## src/rtl/uart_pkg.sv

```systemverilog
// Shared UART constants and helpers for the receiver, transmitter and their FIFOs.
package uart_pkg;

    localparam int UART_DATA_WIDTH        = 8;
    localparam int UART_RX_FIFO_DEPTH     = 16;
    localparam int UART_RX_FIFO_IRQ_LEVEL = 8;

    // Occupancy counters need one extra bit so a completely full FIFO is representable.
    function automatic int fifo_level_w(input int depth);
        return $clog2(depth) + 1;
    endfunction

endpackage

```

## src/rtl/uart_rx_fifo_if.sv

```systemverilog
// Byte-push / valid-ready-pop / status bundle between the UART receive FIFO and its environment.
// The irq signal is present only when UART_RX_FIFO_IRQ_EN is defined.
interface uart_rx_fifo_if
    import uart_pkg::*;
#(
    parameter int DEPTH      = UART_RX_FIFO_DEPTH,
    parameter int DATA_WIDTH = UART_DATA_WIDTH
);
    logic                          rx_done;
    logic [DATA_WIDTH-1:0]         rx_data;
    logic                          rd_valid;
    logic [DATA_WIDTH-1:0]         rd_data;
    logic                          rd_ready;
    logic [fifo_level_w(DEPTH)-1:0] level;
    logic                          full;
    logic                          overrun;
    logic                          overrun_clr;
`ifdef UART_RX_FIFO_IRQ_EN
    logic                          irq;

    modport master (
        output rx_done, rx_data, rd_ready, overrun_clr,
        input  rd_valid, rd_data, level, full, overrun, irq
    );
    modport slave (
        input  rx_done, rx_data, rd_ready, overrun_clr,
        output rd_valid, rd_data, level, full, overrun, irq
    );
`else
    modport master (
        output rx_done, rx_data, rd_ready, overrun_clr,
        input  rd_valid, rd_data, level, full, overrun
    );
    modport slave (
        input  rx_done, rx_data, rd_ready, overrun_clr,
        output rd_valid, rd_data, level, full, overrun
    );
`endif
endinterface

```

## src/rtl/uart_fifo_mem.sv

```systemverilog
// DEPTH x DATA_WIDTH register array: one synchronous write port, one combinational read port.
// Shared by the receive and transmit FIFOs.
module uart_fifo_mem
    import uart_pkg::*;
#(
    parameter int DEPTH      = UART_RX_FIFO_DEPTH,
    parameter int DATA_WIDTH = UART_DATA_WIDTH
) (
    input  logic                       clk,
    input  logic                       we,
    input  logic [$clog2(DEPTH)-1:0]   waddr,
    input  logic [DATA_WIDTH-1:0]      wdata,
    input  logic [$clog2(DEPTH)-1:0]   raddr,
    output logic [DATA_WIDTH-1:0]      rdata
);

    logic [DATA_WIDTH-1:0] mem_q [DEPTH];

    // NOTE: storage is deliberately not reset; validity is tracked by the level counter,
    // so a reset here would only cost area and block mapping onto RAM/LUT-RAM.
    always_ff @(posedge clk) begin
        if (we) begin
            mem_q[waddr] <= wdata;
        end
    end

    assign rdata = mem_q[raddr];

endmodule

```

## src/rtl/uart_rx_fifo.sv

```systemverilog
// First-word-fall-through receive FIFO behind the UART receiver, with level/full/sticky overrun.
// Define UART_RX_FIFO_IRQ_EN to add a registered fill-level/overrun interrupt.
module uart_rx_fifo
    import uart_pkg::*;
#(
    parameter int DEPTH      = UART_RX_FIFO_DEPTH,
    parameter int DATA_WIDTH = UART_DATA_WIDTH
`ifdef UART_RX_FIFO_IRQ_EN
    ,
    parameter int IRQ_LEVEL  = UART_RX_FIFO_IRQ_LEVEL
`endif
) (
    input  logic           clk,
    input  logic           rst,
    uart_rx_fifo_if.slave  bus
);

    localparam int PTR_W = $clog2(DEPTH);
    localparam int LVL_W = fifo_level_w(DEPTH);

    logic [PTR_W-1:0] wr_ptr_q, wr_ptr_d;
    logic [PTR_W-1:0] rd_ptr_q, rd_ptr_d;
    logic [LVL_W-1:0] level_q,  level_d;
    logic             overrun_q, overrun_d;

    logic             empty;
    logic             is_full;
    logic             push;
    logic             pop;
    logic             drop;
    logic [DATA_WIDTH-1:0] head_data;

    assign empty   = (level_q == '0);
    assign is_full = (level_q == LVL_W'(DEPTH));

    // A pop frees the slot a same-cycle push needs, so a full FIFO still accepts that byte.
    assign pop  = !empty && bus.rd_ready;
    assign push = bus.rx_done && (!is_full || pop);
    assign drop = bus.rx_done && is_full && !pop;

    // NOTE: every always_comb output gets a default first, so no path can infer a latch.
    always_comb begin
        wr_ptr_d  = wr_ptr_q;
        rd_ptr_d  = rd_ptr_q;
        level_d   = level_q;
        overrun_d = overrun_q;

        if (push) wr_ptr_d = wr_ptr_q + PTR_W'(1);
        if (pop)  rd_ptr_d = rd_ptr_q + PTR_W'(1);

        unique case ({push, pop})
            2'b10:   level_d = level_q + LVL_W'(1);
            2'b01:   level_d = level_q - LVL_W'(1);
            default: level_d = level_q;
        endcase

        // Set has priority so a byte lost in the clearing cycle is never hidden.
        if (bus.overrun_clr) overrun_d = 1'b0;
        if (drop)            overrun_d = 1'b1;
    end

    // NOTE: sequential state uses non-blocking assignments only, so every flop samples
    // the pre-edge value of every other flop regardless of statement order.
    always_ff @(posedge clk or posedge rst) begin
        if (rst) begin
            wr_ptr_q  <= '0;
            rd_ptr_q  <= '0;
            level_q   <= '0;
            overrun_q <= 1'b0;
        end else begin
            wr_ptr_q  <= wr_ptr_d;
            rd_ptr_q  <= rd_ptr_d;
            level_q   <= level_d;
            overrun_q <= overrun_d;
        end
    end

    uart_fifo_mem #(
        .DEPTH      (DEPTH),
        .DATA_WIDTH (DATA_WIDTH)
    ) u_mem (
        .clk   (clk),
        .we    (push),
        .waddr (wr_ptr_q),
        .wdata (bus.rx_data),
        .raddr (rd_ptr_q),
        .rdata (head_data)
    );

    assign bus.rd_valid = !empty;
    assign bus.rd_data  = head_data;
    assign bus.level    = level_q;
    assign bus.full     = is_full;
    assign bus.overrun  = overrun_q;

`ifdef UART_RX_FIFO_IRQ_EN
    logic irq_q, irq_d;

    always_comb begin
        irq_d = (level_q >= LVL_W'(IRQ_LEVEL)) || overrun_q;
    end

    always_ff @(posedge clk or posedge rst) begin
        if (rst) irq_q <= 1'b0;
        else     irq_q <= irq_d;
    end

    assign bus.irq = irq_q;
`endif

endmodule

```

## src/flat_wrapper.sv

```systemverilog
// flat-port wrapper written by rule: the top's interface ports become plain ports
module uart_rx_fifo_flat import uart_pkg::*;
#(
    parameter int DEPTH      = UART_RX_FIFO_DEPTH,
    parameter int DATA_WIDTH = UART_DATA_WIDTH

)
  (clk, rst, bus_rx_done, bus_rx_data, bus_rd_ready, bus_overrun_clr, bus_rd_valid, bus_rd_data, bus_level, bus_full, bus_overrun);
  uart_rx_fifo_if #(.DEPTH(DEPTH), .DATA_WIDTH(DATA_WIDTH)) bus_i ();
  input  logic clk;
  input  logic rst;
  input wire logic [$bits(bus_i.rx_done)-1:0] bus_rx_done;
  input wire logic [$bits(bus_i.rx_data)-1:0] bus_rx_data;
  input wire logic [$bits(bus_i.rd_ready)-1:0] bus_rd_ready;
  input wire logic [$bits(bus_i.overrun_clr)-1:0] bus_overrun_clr;
  output wire logic [$bits(bus_i.rd_valid)-1:0] bus_rd_valid;
  output wire logic [$bits(bus_i.rd_data)-1:0] bus_rd_data;
  output wire logic [$bits(bus_i.level)-1:0] bus_level;
  output wire logic [$bits(bus_i.full)-1:0] bus_full;
  output wire logic [$bits(bus_i.overrun)-1:0] bus_overrun;
  assign bus_i.rx_done = bus_rx_done;
  assign bus_i.rx_data = bus_rx_data;
  assign bus_i.rd_ready = bus_rd_ready;
  assign bus_i.overrun_clr = bus_overrun_clr;
  assign bus_rd_valid = bus_i.rd_valid;
  assign bus_rd_data = bus_i.rd_data;
  assign bus_level = bus_i.level;
  assign bus_full = bus_i.full;
  assign bus_overrun = bus_i.overrun;
  uart_rx_fifo #(.DEPTH(DEPTH), .DATA_WIDTH(DATA_WIDTH)) u_core (.clk(clk), .rst(rst), .bus(bus_i));
endmodule
```

## config.mk

```make
export PLATFORM = sky130hd
export DESIGN_NAME = uart_rx_fifo_flat
export DESIGN_NICKNAME = d
export VERILOG_FILES = /design/src/rtl/uart_pkg.sv /design/src/rtl/uart_rx_fifo_if.sv /design/src/rtl/uart_fifo_mem.sv /design/src/rtl/uart_rx_fifo.sv /design/src/flat_wrapper.sv
export SDC_FILE = /design/constraint.sdc
export NUM_CORES = 1
export LEC_CHECK = 0
export ABC_AREA = 1
export CORE_AREA = 4 4 147 149
export CTS_CLUSTER_DIAMETER = 150
export CTS_CLUSTER_SIZE = 10
export DETAILED_ROUTE_END_ITERATION = 7
export DIE_AREA = 0 0 151 153
export PLACE_DENSITY = 0.5
export SYNTH_ARGS = -nofsm -noshare
export SYNTH_HDL_FRONTEND = slang
export SYNTH_SLANG_ARGS = --single-unit
```

## constraint.sdc

```tcl
create_clock -name clk -period 5.6 [get_ports clk]
set_clock_uncertainty 0.15 [all_clocks]
set_input_delay 0.84 -clock clk [delete_from_list [all_inputs] [get_ports clk]]
set_output_delay 0.84 -clock clk [all_outputs]
set_load 0.05 [all_outputs]
```

Word level (Yosys, flattened, before mapping)

Memory sizes are Yosys's and may differ from the RTL's.
Cells that the tools add are included.

Add/sub/neg operators: 4
Multiplexer cells: 5
Reduce and logical (&&, ||, !) cells: 11
Equal/unequal tests: 3

Operator list:

| kind                                                               | count |
|---|---|
| 5-bit case mux with 2 select lines                                 | 1 |
| 4-bit by 1-bit adder with 4-bit output, second input constant      | 2 |
| 5-bit by 1-bit adder with 5-bit output, second input constant      | 1 |
| 5-bit == test, second input constant                               | 1 |
| 5-bit logical NOT                                                  | 1 |
| 5-bit by 1-bit subtractor with 5-bit output, second input constant | 1 |
| 1-bit logical AND                                                  | 4 |
| 1-bit two-way mux                                                  | 4 |
| 2-bit nonzero test                                                 | 2 |
| 1-bit logical NOT                                                  | 3 |
| 2-bit by 1-bit == test with 1-bit output, second input constant    | 1 |
| 2-bit == test, second input constant                               | 1 |
| 1-bit logical OR                                                   | 1 |

Output and inout port bits: 16
Logic and storage cells: 28
Bits in writable memories: 128
Input bits: 13
Register bits: 14
Memories: 1

Memory list:

| name               | depth | width | read ports | clocked after Yosys merged registers in | write ports | line                | source |
|---|---|---|---|---|---|---|---|
| u_core.u_mem.mem_q | 16    | 8     | 1          | 0                                       | 1           | uart_fifo_mem.sv:17 | `logic [DATA_WIDTH-1:0] mem_q [DEPTH];` |

Logic depth before layout (Yosys ltp)

Word-level depth: 7
Mapped depth: 14
Depth with buffers taken out: 14

Hierarchy

Synthesis repeated with hierarchy kept, for this count alone.

Cells, all modules: 619
Area total of the unflattened synthesis: 6381.1 µm²

Modules (own cells, without submodules):

| module        | area each (µm²) | instances | cells an instance | sequential area each (µm²) |
|---|---|---|---|---|
| uart_fifo_mem | 5606.6          | 1         | 543               | 3843.7 |
| uart_rx_fifo  | 774.5           | 1         | 76                | 350.3 |

Worst setup path after synthesis

OpenSTA, ideal clock, no wires.

Kind: register to register
Start point: reg u_core.level_q[0] (netlist: u_core.bus.level[0])
End point: reg u_core.level_q[4] (netlist: u_core.bus.level[4])
Period minus slack after synthesis: 2568 ps
Required time: 5337 ps
Path slack: 3032 ps
Cell stages (with the launch flop): 14
Path buffers: 0
Library setup time: 113 ps
Arrival time: 2304 ps
Cells stage by stage: dfrtp_1 > nor2_4 > nand3_4 > nand3_2 > inv_1 > fa_1 > nand2_1 > nand2_1 > a21oi_1 > inv_1 > nand2_1 > nand3_1 > nand2_1 > inv_1

Longest elaborated chain between the ends: 7
Elaborated cells on any way between the ends: 13
Classes of those cells: add/sub: 2; eq/ne: 3; mux: 1; reduce/logical: 7

Ends and longest elaborated chain:

| item                                                                             | line               | source |
|---|---|---|
| from (decl)                                                                      | uart_rx_fifo.sv:23 | `logic [LVL_W-1:0] level_q, level_d;` |
| from (signal assigned)                                                           | uart_rx_fifo.sv:73 | `level_q <= level_d;` |
| 5-bit logical NOT *                                                              | uart_rx_fifo.sv:33 | `assign empty = (level_q == '0);` |
| 1-bit logical NOT *                                                              | -                  |  |
| via bus_rd_valid                                                                 | flat_wrapper.sv:16 | `output wire logic [$bits(bus_i.rd_valid)-1:0] bus_rd_valid;` |
| 1-bit logical AND *                                                              | uart_rx_fifo.sv:37 | `assign pop = !empty && bus.rd_ready;` |
| 1-bit logical OR                                                                 | uart_rx_fifo.sv:38 | `assign push = bus.rx_done && (!is_full \|\| pop);` |
| 1-bit logical AND                                                                | uart_rx_fifo.sv:38 |  |
| 2-bit by 1-bit == test with 1-bit output / 2-bit == test (equally long branches) | uart_rx_fifo.sv:51 | `unique case ({push, pop})` |
| 5-bit case mux with 2 select lines / 2-bit nonzero test (equally long branches)  | -                  |  |

The timed path passes the listed nets; every way through them passes the cells marked *.
A chain may end at the register's enable or synchronous reset.

Final worst setup path

Start point: reg u_core.rd_ptr_q[1]
End point: out bus_rd_data[4]

Longest elaborated chain between the ends: 1

Ends and longest elaborated chain:

| item                   | line               | source |
|---|---|---|
| from (decl)            | uart_rx_fifo.sv:22 | `logic [PTR_W-1:0] rd_ptr_q, rd_ptr_d;` |
| from (signal assigned) | uart_rx_fifo.sv:72 | `rd_ptr_q <= rd_ptr_d;` |
| memory read 16 x 8 bit | -                  |  |
| to (decl)              | flat_wrapper.sv:17 | `output wire logic [$bits(bus_i.rd_data)-1:0] bus_rd_data;` |

No other way between the ends.

==> summary.txt <==
Power
  – Sequential power share: 0.350
  – Net Sw Power: 1.61 mW
  – Clock Power Share: 0.271
  – Internal power: 2.41 mW
  – PwrDens: 569 nW/um^2
  – Static Leak: 2.41 nW
  – Switching Fraction: 0.401
  – Worst vdd ir: 247 uV
  – Combinational share of power: 0.378
  – Design Power: 4.02 mW

Finish
  – Area occupied by multi-input gates: 1570 sq um
  – Share of layout cells above drive strength 1: 0.0923
  – Fillers: 2052
  – Nets: 529
  – Syn-to-layout area delta: 18.1%
  – Most common cell after layout, fill and taps aside: edfxtp_1
  – Commonest cells after routing, fill and taps aside: edfxtp_1, nor2_1, o21ai_0
  – Sequential standard cell area: 4200 sq um
  – ANT cells: 0

Routing
  – Vias: 3719
  – Routed wire length: 14200 um
  – DRT iter0 DRCs: 367
  – Via density: 4.71
  – DRC viols: 0
  – DRT antenna net count: 0
  – Routed length per instance: 18.0 um
  – First-pass DRT Iterations: 5

Floorplan
  – Die Span X: 151 um
  – Die area: 23100 sq um
  – Ports: 29
  – Die Ht: 153 um
  – Initial core utilization: 0.297
  – Std-Cell Rows: 52
  – Core ar.: 20200 sq um

Logic synthesis
  – #FFs+latches synth: 142
  – Mux cell area share after synthesis: 0
  – Net Count, Synth: 504
  – Main combinational cell family by area after synthesis: simple AND/OR/NAND/NOR gates
  – Yosys cell types: 27
  – Xor and xnor area share after synthesis: 0.0144
  – Avg Inst Size Synth: 12.4 sq um
  – Yosys warning total: 0
  – Sequential fraction of the synthesis area: 0.701
  – Cells after Synth: 482
  – Yosys top cell area share: 0.642
  – Synth area leaders: edfxtp_1, nor2_1, dfrtp_1, o21ai_0, o211ai_1
  – Fraction of the mapped netlist area in adder cells: 0.0201
  – Synth Area in Compound Gates: 0.107
  – Mapped Area: 5980 sq um
  – Cell taking the most area after synthesis: edfxtp_1
  – Simple-gate share of the synthesized area: 0.121

STA
  – Max-slew violation count: 0
  – Max Clk Rate: 232 MHz
  – Slew headroom: 0.267
  – Final setup vio count: 0
  – Final Hold Viols: 0
  – Hold slack: 384 ps
  – Min cycle time layout: 4310 ps
  – Setup tns final: 0 ps
  – Fin crit share: 0.770
  – Tightest Pin Transition: 1100 ps
  – RSZ-0062 raised after global routing: no

Setup path
  – Arr. time, crit path: 3320 ps
  – Crit-path slowest cell: dfrtp_1
  – Setup CP Type: flop to primary output
  – CP peak stage delay: 900 ps
  – CP Max Fanout: 24
  – Worst EP required: 4610 ps
  – Crit start category: flop
  – CP endpoint kind: primary output
  – CP Cell Sequence: inv_1 > nor2_1 > o21ai_0 > o211ai_1 > nand3_1 > nand2_1 > clkdlybuf4s50_1

Clocking
  – H-tree Lvls: 4
  – Number of buffers created by CTS: 17
  – Clock latency on the worst-skew pair: 410 ps
  – Clock Path Buffers: 2
  – CTS tree: done
  – CTS Root Buffer Type: clkbuf_16
  – Number of buffers added for setup after CTS: 0
  – Clk slew on worst S/H paths: 60 ps
  – Cts hold-fix bufs: 0
  – CTS sink count: 142
  – Resized Gates After CTS: 0

Global routing
  – First-pass GRT wire length: 21900 um
  – Grt total ovfl: 0
  – Total track usage: 0.128
  – Largest net degree at the start of global routing: 72
  – Vias in the first global route: 3730
  – Antenna violations before repair: 0

Place
  – I/O Buffers: 28
  – DP Wirelength: 8930 um
  – Final RePlAce weighted congestion: 0.788

Run
  – Maxcap violations: 0

Status
  – Outcome: finished clean

Worst hold path
  – Hold crit path type: flop to flop
## final cells by class
type,instances,area share
clock inverter,15,0.0204
inverter,23,0.0122
tap,270,0.0478
sequential,142,0.594
clock buffer,17,0.0602
multi-input combinational,292,0.223
timing repair buffer,31,0.0429
## metrics by stage
step                 util  cell area, sq um  setup slack (ps)  cells
floorplan               -              5980              3030    482
global placement    0.322              6490              1680    758
detailed placement  0.322              6490              1670    758
CTS                 0.350              7060              1200    790
global route        0.350              7060              1020    790
finish              0.350              7060              1290    790
## kinds of logic after synthesis
logic type                 count (synthesis)
and+or+nand+nor                          165
DFF                                      142
AOI/OAI and AO/OA                        109
buffers and inverters                     48
xor gates and xnor gates                   9
adders and majority gates                  9
## per-layer routing
metal  global-route usage  part of all wire  vias to the layer above  routed length, um
met3               0.0264             0.037                       15                521
met4               0.0389             0.015                        0                220
met2                0.205              0.49                       81               7050
li1                     -                 -                     1771                  -
met1                0.174              0.45                     1852               6460
met5                    0                 0                        -                  0
## cells in the mapped netlist (all sizes together)
| cell | number |
|---|---|
| buf | 19 |
| edfxtp | 128 |
| clkbuf | 6 |
| ha | 8 |
| xor2 | 7 |
| fa | 1 |
| dfrtp | 14 |
| clkinv | 1 |
| xnor2 | 2 |
| a21oi | 9 |
| o32ai | 1 |
| nand3 | 27 |
| o211ai | 32 |
| nor2 | 108 |
| nand2 | 30 |
| inv | 22 |
| o21ai | 67 |
## worst paths after layout
check	endpoint	slack [ps]	start	cells past startpoint
hold reg to reg	u_core.bus.overrun$_DFFE_PP0P_	380	u_core.bus.overrun$_DFFE_PP0P_	2
setup reg to reg	u_core.u_mem.mem_q[5][0]$_DFFE_PP_	3150	u_core.bus.level[0]$_DFFE_PP0P_	6
setup / recovery	bus_rd_data[4]	1290	u_core.rd_ptr_q[1]$_DFFE_PP0N_	7
min in group asynchronous	u_core.rd_ptr_q[2]$_DFFE_PP0N_	630	rst	2
hold / removal	u_core.bus.overrun$_DFFE_PP0P_	380	u_core.bus.overrun$_DFFE_PP0P_	2
max in group asynchronous	u_core.rd_ptr_q[0]$_DFFE_PP0N_	4270	rst	2
## power by group through the flow
stage	combinational (mW)	sequential, mW	clock, mW
5_1_grt	1.67	1.43	1.16
2_1_floorplan	1.05	1.44	0
4_1_cts	1.55	1.41	1.11
3_3_place_gp	1.53	1.43	0
3_5_place_dp	1.54	1.43	0
6_report	1.52	1.41	1.09
## worst max-delay path, delay by kind of cell (launching register included)
kind                   cells  cell delay [ps]
DFF                        1              900
AOI/OAI and AO/OA          2              280
buffers and inverters      2             1260
and+or+nand+nor            3              460
## flip-flops by register name, indices dropped and copies added (netlist names)
name                flops
u_core.bus.level        5
u_core.u_mem.mem_q    128
u_core.wr_ptr_q         4
u_core.bus.overrun      1
u_core.rd_ptr_q         4
No activity file was read; power rests on OpenSTA's default activity.
